<file path="config.mk">
export PLATFORM = sky130hd
export DESIGN_NAME = aplic_domain_msi_arb
export DESIGN_NICKNAME = d
export VERILOG_FILES = /design/src/rtl/aplic_domain_pkg.sv /design/src/rtl/aplic_rr_arbiter.sv /design/src/rtl/aplic_domain_msi_arb.sv
export SDC_FILE = /design/constraint.sdc
export NUM_CORES = 1
export LEC_CHECK = 0
export ABC_AREA = 1
export CAP_MARGIN = 20
export CORE_UTILIZATION = 42
export CTS_CLUSTER_DIAMETER = 100
export DETAILED_ROUTE_END_ITERATION = 8
export PLACE_DENSITY = 0.92
export SETUP_SLACK_MARGIN = 0.4
export SLEW_MARGIN = 15
export SYNTH_ARGS = -nofsm -noshare
export SYNTH_HDL_FRONTEND = slang
export SYNTH_SLANG_ARGS = --single-unit
</file>
<file path="constraint.sdc">
create_clock -name clk_i -period 4.4 [get_ports clk_i]
set_input_delay 0.66 -clock clk_i [delete_from_list [all_inputs] [get_ports clk_i]]
set_output_delay 0.66 -clock clk_i [all_outputs]
set_load 0.1 [all_outputs]
</file>
<file path="src/rtl/aplic_domain_pkg.sv">
// rtl/aplic_domain_pkg.sv - shared types for APLIC domain MSI delivery
package aplic_domain_pkg;

    localparam int NrDomainsMax  = 16;
    localparam int DomIdxW       = $clog2(NrDomainsMax);
    // Each hart owns one 4 KiB interrupt file page above the domain base.
    localparam int MsiHartStride = 12;

    localparam logic [1:0] StIdle = 2'd0;
    localparam logic [1:0] StSend = 2'd1;
    localparam logic [1:0] StResp = 2'd2;

    typedef enum logic [1:0] {
        MsiIdle = StIdle,
        MsiSend = StSend,
        MsiResp = StResp
    } msi_arb_state_e;

    typedef struct packed {
        logic [31:0] Addr;
    } domain_cfg_t;

    typedef struct packed {
        logic [31:0]        addr;
        logic [31:0]        data;
        logic [DomIdxW-1:0] dom;
    } msi_req_t;

endpackage

</file>
<file path="src/rtl/aplic_rr_arbiter.sv">
// rtl/aplic_rr_arbiter.sv - combinational round-robin pick starting at a pointer
module aplic_rr_arbiter #(
    parameter int N = 2,
    localparam int IdxW = $clog2(N)
) (
    input  logic [N-1:0]    req,
    input  logic [IdxW-1:0] ptr,
    output logic [N-1:0]    grant,
    output logic [IdxW-1:0] grantIdx,
    output logic            anyGrant
);

    logic [IdxW-1:0] cand;

    // Walk requesters from ptr upward (wrapping) and take the first one set.
    always_comb begin
        grant    = '0;
        grantIdx = '0;
        anyGrant = 1'b0;
        cand     = '0;
        for (int i = 0; i < N; i++) begin
            cand = IdxW'((int'(ptr) + i) % N);
            if (!anyGrant && req[cand]) begin
                anyGrant    = 1'b1;
                grant[cand] = 1'b1;
                grantIdx    = cand;
            end
        end
    end

endmodule

</file>
<file path="src/rtl/aplic_domain_msi_arb.sv">
// rtl/aplic_domain_msi_arb.sv - shares one MSI write port among APLIC domains
module aplic_domain_msi_arb
    import aplic_domain_pkg::*;
#(
    parameter int NrDomains = 2,
    parameter int HartIdxW  = 4,
    parameter int EiidW     = 11,
    localparam int DomW     = $clog2(NrDomains)
) (
    input  logic                               clk_i,
    input  logic                               rst_ni,
    input  domain_cfg_t [NrDomains-1:0]        domain_cfg_i,
    input  logic [NrDomains-1:0]               req_valid_i,
    output logic [NrDomains-1:0]               req_ready_o,
    input  logic [NrDomains-1:0][HartIdxW-1:0] req_hart_i,
    input  logic [NrDomains-1:0][EiidW-1:0]    req_eiid_i,
    output logic                               msi_aw_valid_o,
    input  logic                               msi_aw_ready_i,
    output logic [31:0]                        msi_aw_addr_o,
    output logic                               msi_w_valid_o,
    input  logic                               msi_w_ready_i,
    output logic [31:0]                        msi_w_data_o,
    input  logic                               msi_b_valid_i,
    output logic                               msi_b_ready_o,
    input  logic                               msi_b_err_i,
    output logic                               err_valid_o,
    output logic [DomW-1:0]                    err_domain_o,
    output logic                               busy_o
);

    msi_arb_state_e       state;
    logic [DomW-1:0]      rrPtr;
    msi_req_t             curReq;
    logic                 awPending;
    logic                 wPending;
    logic                 errValid;
    logic [DomW-1:0]      errDomain;

    logic [NrDomains-1:0] arbReq;
    logic [NrDomains-1:0] grant;
    logic [DomW-1:0]      grantIdx;
    logic                 anyGrant;
    logic [31:0]          grantAddr;
    logic [31:0]          grantData;
    logic                 awDoneNow;
    logic                 wDoneNow;

    // Requests are only visible to the arbiter while no write is in flight.
    assign arbReq = (state == MsiIdle) ? req_valid_i : '0;

    aplic_rr_arbiter #(
        .N(NrDomains)
    ) u_rr_arbiter (
        .req      (arbReq),
        .ptr      (rrPtr),
        .grant    (grant),
        .grantIdx (grantIdx),
        .anyGrant (anyGrant)
    );

    // Address arithmetic wraps mod 2^32 on purpose; overflow is not an error.
    assign grantAddr = domain_cfg_i[grantIdx].Addr
                     + (32'(req_hart_i[grantIdx]) << MsiHartStride);
    assign grantData = 32'(req_eiid_i[grantIdx]);

    // A channel counts as done once its valid has dropped or handshakes now.
    assign awDoneNow = !awPending || msi_aw_ready_i;
    assign wDoneNow  = !wPending  || msi_w_ready_i;

    // Grant, issue one AW/W pair, then wait for its B before the next grant.
    always_ff @(posedge clk_i or negedge rst_ni) begin
        if (!rst_ni) begin
            state     <= MsiIdle;
            rrPtr     <= '0;
            curReq    <= '0;
            awPending <= 1'b0;
            wPending  <= 1'b0;
            errValid  <= 1'b0;
            errDomain <= '0;
        end else begin
            errValid <= 1'b0;
            unique case (state)
                MsiIdle: begin
                    if (anyGrant) begin
                        rrPtr  <= (grantIdx == DomW'(NrDomains - 1)) ? '0 : grantIdx + 1'b1;
                        curReq <= '{addr: grantAddr, data: grantData, dom: DomIdxW'(grantIdx)};
                        // EIID 0 is "no interrupt": consume it without a write.
                        if (grantData != '0) begin
                            state     <= MsiSend;
                            awPending <= 1'b1;
                            wPending  <= 1'b1;
                        end
                    end
                end
                MsiSend: begin
                    if (msi_aw_ready_i) awPending <= 1'b0;
                    if (msi_w_ready_i)  wPending  <= 1'b0;
                    if (awDoneNow && wDoneNow) state <= MsiResp;
                end
                MsiResp: begin
                    if (msi_b_valid_i) begin
                        state <= MsiIdle;
                        if (msi_b_err_i) begin
                            errValid  <= 1'b1;
                            errDomain <= DomW'(curReq.dom);
                        end
                    end
                end
                default: state <= MsiIdle;
            endcase
        end
    end

    assign req_ready_o    = grant;
    assign msi_aw_valid_o = awPending;
    assign msi_aw_addr_o  = curReq.addr;
    assign msi_w_valid_o  = wPending;
    assign msi_w_data_o   = curReq.data;
    assign msi_b_ready_o  = (state == MsiResp);
    assign err_valid_o    = errValid;
    assign err_domain_o   = errDomain;
    assign busy_o         = (state != MsiIdle);

endmodule

</file>
==> summary.txt <==
STA
  • Hold Vio Cnt, Final: 0
  • Actual slew at the worst max-slew pin: 1.01 ns
  • Sum Neg Setup Slack: 0 ns
  • Slew Limit Fails: 0
  • Crit share post-route: 83.2%
  • Worst slew margin: 32.2%
  • Post-route minimum period: 3.66 ns
  • Final setup fails: 0
  • Fmax: 273 MHz
  • Clock Skew: 0.00977 ns
  • Unrepaired setup endpoints after global routing: false

Clock network
  • Post-CTS setup buffers: 0
  • Total clock sinks: 51
  • Number of CTS-inserted buffers: 5
  • Number of H-tree levels: 2
  • Insertion delay to the later sink of the worst-skew pair: 0.31 ns
  • CTS Root Cell: clkbuf_8
  • Max Buffers Root-to-Sink: 2
  • Post-CTS Hold Buffers: 0
  • Clock slew at reported path FFs: 0.10 ns
  • CTS tree: built

Route
  • Antenna-violating nets left: 0
  • Top sig layer: met4
  • DR WL met3: 659 um
  • Metal2 WL: 5340 um
  • WL final: 10100 um
  • TritonRoute pass-1 iters: 5
  • DR DRC count: 0
  • Vias: 3647
  • Vias/cell: 4.91
  • Routed WL per cell: 13.7 um
  • Initial detailed-routing violation count: 186
  • Wire length on met1: 4040 um

Final layout
  • Share of post-route cells with drive strength above 1: 8.03%
  • Layout area overhead: 35.4%
  • # diodes: 0
  • Fillers: 773
  • Design area: 5120 um2
  • Utilization after layout: 58.8%
  • Fin nets: 741
  • Max reg flops: 32

Global route
  • Gr ovfl total: 0
  • Pin count of the biggest net entering global routing: 52
  • First-pass GRT wire length: 16600 um
  • Gr usage total: 21.7%
  • Antenna violations before repair: 0
  • Vias in the first global route: 3740

Worst setup path
  • Most frequent CP cell: nand2_1
  • Critical path cell sequence: clkdlybuf4s50_1, nand2_1, nand3_4, clkinvlp_4, nand2_1, nand2_1, ha_1, inv_1, fa_1, o21ai_0, nand3_2, inv_2, nand3_2, nor2_1, nand3_1, nand3_1, nand2_1
  • FF-to-FF path depth: 16
  • Flop-to-flop setup slack: 0.91 ns
  • Origin of the critical flop-to-flop path: state[1]$_DFFE_PN0P_
  • Slowest stage delay, CP: 0.47 ns
  • Crit end category: register
  • Crit path DAT: 3.85 ns
  • FF-to-FF End: msi_aw_addr_o[30]$_DFFE_PN0P_
  • Worst setup SP type: input pin
  • Critical path required time: 4.59 ns
  • Crit path kind: in2reg
  • Crit path max-delay cell type: clkdlybuf4s50_1
  • Crit Path Max Fanout: 29

Min path
  • Hold WC Path Type: in2async

Die
  • FP Rows: 34
  • DIE WIDTH: 96.9 um
  • Die height: 96.9 um
  • I/O pin cnt: 174
  • Overall die area: 9390 um2
  • Initial Utilization: 43.4%
  • Core box area: 8720 um2

Placed design
  • DP HPWL: 7890 um
  • Port bufs: 152
  • Placed cell area: 5000 um2
  • Gpl congestion: 0.884

Outcome
  • Status: finished, final reports clean

Yosys
  • Synth Register Bits: 51
  • EDFF count, synth: 0
  • FFs w/ async S/R, synth: 100%
  • Yosys cell types: 41
  • Syn Area/Cell: 7.11 um2
  • Sequential fraction of the synthesis area: 33.7%
  • Cell Area, Synth: 3780 um2
  • Post-synth top flop: dfrtp_1
  • Post-Synthesis Cells: 532
  • Yosys warns: 0

Run
  • Maxcap violations: 0
what timing repair did:
item	CTS	global route
endpoints found under the hold margin	0	0
resized for setup	0	1
setup endpoints to repair	0	4
synth_stat cells (2+ instances only):
cell type / number / share of area (%)
buf_6: 3 / 0.89
nand3b_1: 2 / 0.40
a2bb2oi_1: 12 / 2.8
buf_2: 9 / 1.2
or2_2: 3 / 0.50
buf_1: 3 / 0.30
nand2_1: 180 / 18
inv_1: 52 / 5.2
nor3_1: 4 / 0.53
o21bai_1: 2 / 0.40
nor2_1: 18 / 1.8
buf_4: 64 / 13
xor2_1: 6 / 1.4
dfrtp_1: 51 / 34
ha_1: 4 / 1.3
o31ai_1: 2 / 0.40
o21ai_1: 2 / 0.26
nor3_2: 3 / 0.79
nor2_4: 2 / 0.60
nor2_2: 4 / 0.66
nand2_2: 8 / 1.3
nand3_1: 22 / 2.9
a21oi_1: 15 / 2.0
inv_2: 4 / 0.40
nand4_1: 10 / 1.7
o21ai_0: 26 / 3.4
clkbuf_1: 5 / 0.50
nand3_2: 3 / 0.79
per-layer routing:
metal	track usage, %	vias to the layer above
met2	41.3	152
met4	5.28	0
met5	0	-
met1	24.1	1697
li1	-	1788
met3	4.77	10
stage by stage:
stage / std cells / hold slack [ns] / setup slack [ns]
2_1_floorplan: 552 / 0.364 / 0.769
6_report: 743 / 0.451 / 0.739
4_1_cts: 743 / 0.478 / 0.675
3_3_place_gp: 735 / 0.463 / 0.523
5_1_grt: 743 / 0.515 / 0.418
3_5_place_dp: 735 / 0.468 / 0.341
cells in the final DEF (no fill, tap or decap), types with 2 or more instances in the layout:
| cell type | netlist | routed |
|---|---|---|
| inv_1 | 52 | 51 |
| nand3b_1 | 2 | 2 |
| or2_2 | 3 | 3 |
| nand2_1 | 180 | 180 |
| nand4_1 | 10 | 10 |
| a21oi_1 | 15 | 15 |
| buf_12 | 0 | 2 |
| nand3_1 | 22 | 22 |
| nor2_4 | 2 | 2 |
| buf_4 | 64 | 7 |
| nand3_2 | 3 | 3 |
| conb_1 | 1 | 21 |
| o21bai_1 | 2 | 2 |
| o21ai_1 | 2 | 2 |
| dfrtp_1 | 51 | 51 |
| ha_1 | 4 | 4 |
| nor3_2 | 3 | 3 |
| o21ai_0 | 26 | 25 |
| inv_2 | 4 | 4 |
| a2bb2oi_1 | 12 | 12 |
| clkinvlp_4 | 0 | 2 |
| xor2_1 | 6 | 6 |
| nor2_2 | 4 | 4 |
| o31ai_1 | 2 | 2 |
| nor2_1 | 18 | 18 |
| clkdlybuf4s50_1 | 0 | 149 |
| nand2_2 | 8 | 8 |
| nor3_1 | 4 | 4 |
| clkbuf_8 | 0 | 5 |
area by class of cell:
| class | instances | area (um2) | share of cell area, % |
|---|---|---|---|
| Timing Repair Buffer | 159 | 1590 | 31.0 |
| Multi-Input combinational cell | 360 | 1790 | 34.9 |
| Clock inverter | 3 | 46.3 | 0.904 |
| Tap cell | 108 | 135 | 2.64 |
| Sequential cell | 51 | 1280 | 24.9 |
| Inverter | 57 | 218 | 4.25 |
| Clock buffer | 5 | 68.8 | 1.34 |
how the worst max path moves through the flow:
stage	startpoint	to	slack, ns
after detailed placement	req_valid_i[0]	msi_aw_addr_o[30]$_DFFE_PN0P_	0.34
after CTS	req_valid_i[0]	msi_aw_addr_o[30]$_DFFE_PN0P_	0.67
after global routing	req_valid_i[0]	msi_aw_addr_o[21]$_DFFE_PN0P_	0.42
after global placement	req_valid_i[0]	msi_aw_addr_o[30]$_DFFE_PN0P_	0.52
after floorplan	req_valid_i[1]	msi_aw_addr_o[30]$_DFFE_PN0P_	0.77
final	req_valid_i[0]	msi_aw_addr_o[30]$_DFFE_PN0P_	0.74
worst max-delay path, delay by kind of cell:
| kind | cells | cell delay [ns] |
|---|---|---|
| adders and majority gates | 2 | 0.58 |
| AOI/OAI and AO/OA | 1 | 0.35 |
| and+or+nand+nor | 10 | 1.30 |
| buffers and inverters | 4 | 0.96 |
kinds of logic (layout without fill, tap and decap cells):
group                      after synthesis  in the layout  share of synthesized area (%)
AOI/OAI and AO/OA                       63             63                           10.1
buffers and inverters                  141            224                           21.2
and+or+nand+nor                        264            264                           31.4
DFF                                     51             51                           33.7
adders and majority gates                5              5                           1.85
other                                    1             21                         0.0991
xor gates and xnor gates                 7              7                           1.62
Power is left out: the tool's default activity adds up to more than one toggle a clock period on the data nets, which glitch-free logic cannot reach.
